[config.mk]
export PLATFORM = sky130hd
export DESIGN_NAME = spi_txn_logger
export DESIGN_NICKNAME = d
export VERILOG_FILES = /design/src/rtl/spi_txn_logger.sv
export SDC_FILE = /design/constraint.sdc
export NUM_CORES = 1
export LEC_CHECK = 0
export ABC_AREA = 1
export BUFFER_PORTS_ARGS = -buffer_cell sky130_fd_sc_hd__buf_2
export CAP_MARGIN = 20
export CORE_AREA = 2 2 278 143
export DETAILED_ROUTE_END_ITERATION = 6
export DIE_AREA = 0 0 280 145
export PLACE_DENSITY_LB_ADDON = 0.3
export SKIP_CTS_REPAIR_TIMING = 1
export SYNTH_ARGS = -nofsm -noshare
export SYNTH_HDL_FRONTEND = slang
export SYNTH_SLANG_ARGS = --single-unit
[constraint.sdc]
create_clock -name clk -period 4 [get_ports clk]
set_input_delay 1.2 -clock clk [delete_from_list [all_inputs] [get_ports clk]]
set_output_delay 1.2 -clock clk [all_outputs]
set_load 0.1 [all_outputs]
[src/rtl/spi_txn_logger.sv]
// spi_txn_logger: passive host-SPI monitor that logs one record per transaction into a FIFO
module spi_txn_logger #(
  parameter int DEPTH = 8,
  parameter int LEN_W = 14,
  localparam int RECORD_W = 34 + LEN_W,
  localparam int CNT_W = $clog2(DEPTH + 1)
) (
  input  logic                clk,
  input  logic                rst_n,
  input  logic                h_clk,
  input  logic                h_cs_n,
  input  logic                h_mosi,
  input  logic                flash_select,
  input  logic                enable,
  input  logic                clear,
  input  logic                rd_ready,
  output logic                rd_valid,
  output logic [RECORD_W-1:0] rd_data,
  output logic [CNT_W-1:0]    fifo_count,
  output logic                overflow,
  output logic [7:0]          drop_cnt
);
  localparam int PTR_W = $clog2(DEPTH);

  typedef enum logic [2:0] {IDLE, OPCODE, ADDR, DATA, SKIP, COMMIT} state_t;

  state_t state, state_nx;
  logic [3:0] sync1, sync2;
  logic clk_d, cs_d, armed;
  logic [1:0] warm;
  logic s_clk, s_cs, s_mosi, s_sel;
  logic sclk_rise, cs_rise, cs_fall, byte_done, addr_done, addr_op;
  logic [4:0] bits;
  logic [7:0] op, op_nx;
  logic [23:0] addr;
  logic [LEN_W-1:0] len;
  logic has_addr, sel;
  logic [RECORD_W-1:0] rec;
  logic [RECORD_W-1:0] mem [DEPTH];
  logic [PTR_W-1:0] wr_ptr, rd_ptr;
  logic [CNT_W-1:0] count;
  logic push, pop, full, wr_en;

  assign {s_sel, s_mosi, s_cs, s_clk} = sync2;
  assign sclk_rise = s_clk & ~clk_d;
  assign cs_rise = s_cs & ~cs_d;
  assign cs_fall = armed & cs_d & ~s_cs;
  assign op_nx = {op[6:0], s_mosi};
  assign addr_op = op_nx inside {8'h03, 8'h0B, 8'h02, 8'h20, 8'hD8};
  assign byte_done = sclk_rise && bits[2:0] == 3'd7;
  assign addr_done = sclk_rise && bits == 5'd23;

  // Two-flop synchronisers, edge-detect stage, and arming so a CS already low at reset release is ignored
  always_ff @(posedge clk or negedge rst_n) begin
    if (!rst_n) begin
      sync1 <= '1;
      sync2 <= '1;
      clk_d <= 1'b1;
      cs_d <= 1'b1;
      warm <= '0;
      armed <= 1'b0;
    end else begin
      sync1 <= {flash_select, h_mosi, h_cs_n, h_clk};
      sync2 <= sync1;
      clk_d <= s_clk;
      cs_d <= s_cs;
      warm <= warm + 2'(warm != 2'd3);
      armed <= armed | (warm == 2'd3 && s_cs);
    end
  end

  // Transaction state register
  always_ff @(posedge clk or negedge rst_n) begin
    if (!rst_n) state <= IDLE;
    else state <= state_nx;
  end

  // Next-state decode: CS rise ends any active phase through a one-cycle COMMIT
  always_comb begin
    state_nx = state;
    case (state)
      IDLE:    if (cs_fall) state_nx = enable ? OPCODE : SKIP;
      OPCODE:  state_nx = cs_rise ? COMMIT : byte_done ? (addr_op ? ADDR : DATA) : OPCODE;
      ADDR:    state_nx = cs_rise ? COMMIT : addr_done ? DATA : ADDR;
      DATA:    state_nx = cs_rise ? COMMIT : DATA;
      SKIP:    state_nx = cs_rise ? IDLE : SKIP;
      COMMIT:  state_nx = IDLE;
      default: state_nx = IDLE;
    endcase
  end

  // Field capture: opcode and address shift in MSB first, len counts whole bytes and saturates
  always_ff @(posedge clk or negedge rst_n) begin
    if (!rst_n) begin
      bits <= '0;
      op <= '0;
      addr <= '0;
      len <= '0;
      has_addr <= 1'b0;
      sel <= 1'b0;
    end else if (state == IDLE) begin
      bits <= '0;
      op <= '0;
      addr <= '0;
      len <= '0;
      has_addr <= 1'b0;
    end else if (cs_rise) begin
      sel <= s_sel;
    end else if (sclk_rise) begin
      case (state)
        OPCODE: begin
          op <= op_nx;
          bits <= byte_done ? '0 : bits + 5'd1;
          if (byte_done) len <= LEN_W'(1);
        end
        ADDR: begin
          addr <= {addr[22:0], s_mosi};
          bits <= addr_done ? '0 : bits + 5'd1;
          if (addr_done) begin
            has_addr <= 1'b1;
            len <= LEN_W'(4);
          end
        end
        DATA: begin
          bits <= bits + 5'd1;
          if (byte_done && len != '1) len <= len + 1'b1;
        end
        default: bits <= bits;
      endcase
    end
  end

  assign rec = {sel, has_addr, op, has_addr ? addr : 24'd0, len};
  assign push = state == COMMIT && len != '0;
  assign pop = rd_valid && rd_ready;
  assign full = count == CNT_W'(DEPTH);
  assign wr_en = push && (!full || pop);

  // Record FIFO with drop accounting; clear overrides any same-cycle push or pop
  always_ff @(posedge clk or negedge rst_n) begin
    if (!rst_n) begin
      for (int i = 0; i < DEPTH; i++) mem[i] <= '0;
      wr_ptr <= '0;
      rd_ptr <= '0;
      count <= '0;
      overflow <= 1'b0;
      drop_cnt <= '0;
    end else if (clear) begin
      wr_ptr <= '0;
      rd_ptr <= '0;
      count <= '0;
      overflow <= 1'b0;
      drop_cnt <= '0;
    end else begin
      if (wr_en) begin
        mem[wr_ptr] <= rec;
        wr_ptr <= wr_ptr + 1'b1;
      end
      if (pop) rd_ptr <= rd_ptr + 1'b1;
      count <= count + CNT_W'(wr_en) - CNT_W'(pop);
      if (push && !wr_en) begin
        overflow <= 1'b1;
        drop_cnt <= drop_cnt + 8'(drop_cnt != 8'hFF);
      end
    end
  end

  assign rd_valid = count != '0;
  assign rd_data = mem[rd_ptr];
  assign fifo_count = count;
endmodule

==> results of run 1 <==
[report_power, final]
group          internal [W]  switching, W
sequential          0.00527      0.000494
clock               0.00234       0.00191
combinational       0.00258       0.00581
total                0.0102       0.00821
[cell usage after synthesis, types with 2 or more instances]
cell type / instances / area (um^2)
o21bai_1: 388 / 2913
clkbuf_1: 166 / 623.1
xor2_1: 5 / 43.79
nand4_1: 4 / 25.02
buf_1: 27 / 101.4
a31oi_1: 49 / 306.5
buf_2: 72 / 360.4
xnor2_1: 4 / 35.03
or2_2: 4 / 25.02
dfstp_2: 10 / 262.8
inv_1: 479 / 1798
ha_1: 14 / 175.2
nor3_1: 6 / 30.03
buf_4: 15 / 112.6
inv_2: 4 / 15.01
nor2_1: 131 / 491.7
nand2_1: 590 / 2215
o21ai_0: 235 / 1176
o21a_1: 2 / 15.01
dfrtp_1: 462 / 11560
a21oi_1: 227 / 1136
nand3_1: 419 / 2097
nand3b_1: 2 / 15.01
[final timing paths]
| path | start | to |
|---|---|---|
| min reg2reg | sync1[3] | sync2[3] |
| max | rd_ptr[1] | rd_data[31] |
| max in group asynchronous | rst_n | mem[228] |
| max reg2reg | len[0] | fifo_count[2] |
| min in group asynchronous | rst_n | mem[332] |
| min | sync1[3] | sync2[3] |
[worst max-delay path: cells and delay by family (launching register included)]
kind	cells	cell delay (ns)
compound gates	3	0.57
buf+inv	3	0.87
flops	1	0.55
simple gates	2	0.13
[cell type report]
cell class	instances	share of cell area
flip-flops and latches	472	0.4134
multi-input cells	2091	0.3904
inverters	483	0.06365
repair buffers	127	0.06146
clock buffers	61	0.04424
well taps	503	0.02199
clock inverters	17	0.004896
[logic make-up after synthesis]
logic type | Yosys count | synth area share
simple gates | 1161 | 0.1930
compound gates | 906 | 0.2177
buf+inv | 764 | 0.1176
flops | 472 | 0.4610
fa+ha+maj | 15 | 0.007611
xor+xnor | 9 | 0.003073
[per-layer routing]
layer / vias to the layer above / global-route usage / routed length, um
met4: 0 / 0.1243 / 2305
met5: - / 0 / 0
met1: 11110 / 0.5671 / 31160
met2: 1596 / 0.5512 / 33350
met3: 216 / 0.08631 / 10330
li1: 10530 / - / -
[per-stage QoR]
| stage | setup slack [ns] | total power (W) |
|---|---|---|
| 4_1_cts | 0.1260 | 0.01830 |
| 3_3_place_gp | 0.7758 | 0.01390 |
| 5_1_grt | 0.004827 | 0.01906 |
| 3_5_place_dp | 0.7248 | 0.01408 |
| 2_1_floorplan | 0.2507 | 0.01120 |
| 6_report | 0.07058 | 0.01840 |
[flip-flops by register name, summed over array words and instances, names as in the netlist]
signal	count
wr_ptr	3
overflow	1
warm	2
sync1	4
op	8
drop_cnt	8
cs_d	1
len	14
state	3
has_addr	1
bits	5
clk_d	1
rd_ptr	3
addr	24
sync2	4
mem	384
sel	1
fifo_count	4
armed	1
==> metrics, run 1 <==
status complete, no violations; CTS tree done; CTS H-tree lvls 2; largest net degree at the start of global routing 171; fill count 2,710; final design utilization 0.7488; Design Area, Final 28,620 um^2; leading cell type in the layout, fill and taps excluded nand2_1; cell total after placement 3,675; Final Slew Violations 0; Clock Path Buffers 3; Port-buffer cells 70; FF-to-FF path depth 12; clk slew on worst S/H paths 0.06 ns; Ys Warns 0; number of enable flip-flop cells after synthesis 0; Worst Tran Pin Value 1.082 ns; skew final 0.01766 ns; CP Capture Type output port; Hold Slack 0.3579 ns; Relative slew margins 0.2787; Storage cell area 11,830 um^2; WP data arrival 2.73 ns; Main synth FF type dfrtp_1; Critical Path Max Stage Delay 0.55 ns; Total Neg Setup Slack 0 ns; max-cap violation count 0; distinct cell type count of the synthesized netlist 35; Cell Chain, Critical Path clkinv_2 -> buf_12 -> a21oi_1 -> o21ai_0 -> nand2_1 -> nor2_1 -> a31oi_2 -> buf_12; GR Util All Layers 0.3806; cts bufs inserted 43; R2R setup slack 1.04 ns; layout cells sized above 1 0.08859; final setup fails 0; Fin. Hold Viols 0; RSZ-0062 raised after global routing no; cell row count 51; nets 3,242; GPL Wtd Cong 0.8485; root buf cell clkbuf_16; Pre-antenna DRT Iters 5; GR Overflow Total 0; drt wl/cell 20.55 um; Vias 23,450; Data required, critical path 2.80 ns; DP Area 27,200 um^2; Clock Sinks 472; crit path max fanout 43; Lkg Pwr 13.04 nW; period utilisation layout 0.9824; Top Ports 71; Synth Instances 3,327; post-synthesis async set-or-reset flop share 1.000; area added between synthesis and finish 11.61%; Multi-input gate area 11,170 um^2; Worst IR Drop VDD 0.6115 mV; initial antenna violation count 0; CP max stage cell dfrtp_4; core area 38,220 um^2; vias in the first global route 22,770; Die Area 40,600 um^2; initial core utilization 0.6710; Syn Nets 3,351; Non-Filler Instances 3,754; Avg Cell Area, Syn 7.708 um^2; antenna cells 0; Worst path most repeated cell buf_12; Via density 6.246; Routed WL 77.14 mm; flops & latches, synth 472; most frequent cells in the layout 590 x nand2_1, 470 x inv_1, 460 x dfrtp_1; Period minus WS final 3.929 ns; later-pin clock latency in the skew report 0.57 ns; Post-DRT Antenna Nets 0; pwr dens 642.7 nW/um^2; Post-Syn Area 25,650 um^2; sequential share of the synthesized area 0.4610; HPWL Detailed 43.98 mm; CP startpoint kind register; Setup CP Type reg2out; first-pass GRT wire length 124.0 mm; # DRC 0; Hold Path Stages 0; Die X 280 um; worst min path class reg2reg; fmax 254.5 MHz; Die Y 145 um; DRT iter0 DRCs 3,782
No activity file was read; power rests on OpenSTA's default activity.
==> run 2, diff against run 1 <==
MAX_ROUTING_LAYER = met4   (was default)
==> metrics, run 2 (synthesized netlist as in run 1, its figures left out) <==
Final Slew Violations 0 (unchanged); Period minus WS final 3.899 ns (-0.03022 ns); fmax 256.5 MHz (+0.77%); Pre-antenna DRT Iters 7 (+2); Post-DRT Antenna Nets 0 (unchanged); GPL Wtd Cong 0.8797 (+3.7%); Die Y 145 um (unchanged); Worst IR Drop VDD 0.5830 mV (-4.7%); fill count 2,676 (-1.3%); FF-to-FF path depth 11 (-1); antenna cells 0 (unchanged); Comb power frac 0.451 (-0.005); GR Util All Layers 0.3867 (+0.006062); Setup CP Type reg2out; cell row count 51 (unchanged); clock power share 0.237 (+0.006); DRT iter0 DRCs 3,491 (-7.7%); Lkg Pwr 13.07 nW (+0.23%); first-pass GRT wire length 122.4 mm (-1.3%); core area 38,220 um^2 (unchanged); Int Power 0.01033 W (+1.4%); biggest regs mem: 384 flops, addr: 24 flops, len: 14 flops; WP data arrival 2.70 ns (-0.03 ns); pwr dens 645.4 nW/um^2 (+0.41%); skew final 0.01916 ns (+0.001504 ns); GR Overflow Total 0 (unchanged); RR Endpoint mem[173]; final setup fails 0 (unchanged); clk slew on worst S/H paths 0.07 ns (about the same); R2R setup slack 0.93 ns (-0.11 ns); Port-buffer cells 70 (unchanged); layout cells sized above 1 0.08892 (+0.0003350); hold_sp sync1[1]; max-cap violation count 0 (unchanged); NetSw 0.008185 W (-0.32%); Multi-input gate area 11,170 um^2 (unchanged); Sw Ratio 0.4421 (-0.004276); RSZ-0062 raised after global routing no; initial antenna violation count 0 (unchanged); HPWL Detailed 43.70 mm (-0.64%); CTS tree done; status complete, no violations; Clock Sinks 472 (unchanged); Vias 23,550 (+0.42%); Total Neg Setup Slack 0 ns (unchanged); Die Area 40,600 um^2 (unchanged); Non-Filler Instances 3,753 (-0.027%); Data required, critical path 2.80 ns (about the same); leading cell type in the layout, fill and taps excluded nand2_1; cell total after placement 3,674 (-0.027%); nets 3,242 (unchanged); cts bufs inserted 43 (unchanged); initial core utilization 0.6710 (unchanged); reg2reg start len[0]; period utilisation layout 0.9748 (-0.007554); crit path max fanout 101 (+130%); worst min path class reg2reg; later-pin clock latency in the skew report 0.57 ns (about the same); drt wl/cell 20.28 um (-1.3%); Via density 6.274 (+0.45%); area added between synthesis and finish 11.86%; Clock Path Buffers 3 (unchanged); vias in the first global route 22,370 (-1.7%); CTS H-tree lvls 2 (unchanged); Routed WL 76.12 mm (-1.3%); most frequent cells in the layout 590 x nand2_1, 470 x inv_1, 460 x dfrtp_1; CP Capture Type output port; Reg power frac 0.312 (about the same); Hold Path Stages 0 (unchanged); Relative slew margins 0.1996 (-0.07913); largest net degree at the start of global routing 169 (-1.2%); max FFs per register 384 (unchanged); Worst Tran Pin Value 1.201 ns (+0.1187 ns); Hold Slack 0.3531 ns (-0.004731 ns); Top Ports 71 (unchanged); # DRC 0 (unchanged); Storage cell area 11,830 um^2 (unchanged); Reg with most FFs mem; root buf cell clkbuf_16; hold path endpoint sync2[1]; Die X 280 um (unchanged); Fin. Hold Viols 0 (unchanged); CP startpoint kind register
==> run 2: layout make-up <==
cell class                      instances  share of cell area
Timing Repair Buffer                  127             0.06084
Clock buffer                           64             0.04628
Clock inverter                         13            0.005059
Multi-Input combinational cell       2091              0.3895
Sequential cell                       472              0.4124
Inverter                              483             0.06394
Tap cell                              503             0.02194
==> run 2: layer usage <==
layer,vias up,GRT usage,wire length (um)
met5,-,-,0
met4,0,0.1112,2179
met1,11280,0.5654,30840
li1,10530,-,-
met2,1532,0.5449,33540
met3,206,0.08132,9553
==> run 2: worst max-delay path by stage <==
stage	start	end	slack, ns	cells after the start
2_1_floorplan	fifo_count[2]	fifo_count[2]	0.25	12
3_3_place_gp	rd_ptr[1]	rd_data[32]	0.65	8
3_5_place_dp	rd_ptr[1]	rd_data[29]	0.59	8
4_1_cts	rd_ptr[1]	rd_data[29]	0.01	8
5_1_grt	rd_ptr[0]	rd_data[33]	0.07	6
6_report	rd_ptr[0]	rd_data[33]	0.10	4
==> run 2: worst max-delay path, stage by stage (launching register included) <==
cell and delay, ns:
dfrtp_4 0.64, buf_12 0.40, o21ai_0 0.37, a31oi_2 0.41, buf_12 0.22
==> run 2: power by group through the flow <==
| stage | clock network [W] | registers (W) | logic, W |
|---|---|---|---|
| 6_report | 0.00439 | 0.00577 | 0.00835 |
| 4_1_cts | 0.00439 | 0.00575 | 0.00827 |
| 2_1_floorplan | 0 | 0.00570 | 0.00550 |
| 5_1_grt | 0.00460 | 0.00582 | 0.00877 |
| 3_5_place_dp | 0 | 0.00583 | 0.00823 |
| 3_3_place_gp | 0 | 0.00580 | 0.00807 |
==> run 2: per-stage QoR <==
step / power (W) / util / instance area (um^2) / setup slack (ns)
2_1_floorplan: 0.01120 / - / 25950 / 0.2507
3_3_place_gp: 0.01387 / 0.7107 / 27160 / 0.6467
3_5_place_dp: 0.01406 / 0.7107 / 27160 / 0.5921
4_1_cts: 0.01841 / 0.7492 / 28640 / 0.01280
5_1_grt: 0.01919 / 0.7505 / 28690 / 0.06599
6_report: 0.01851 / 0.7505 / 28690 / 0.1008
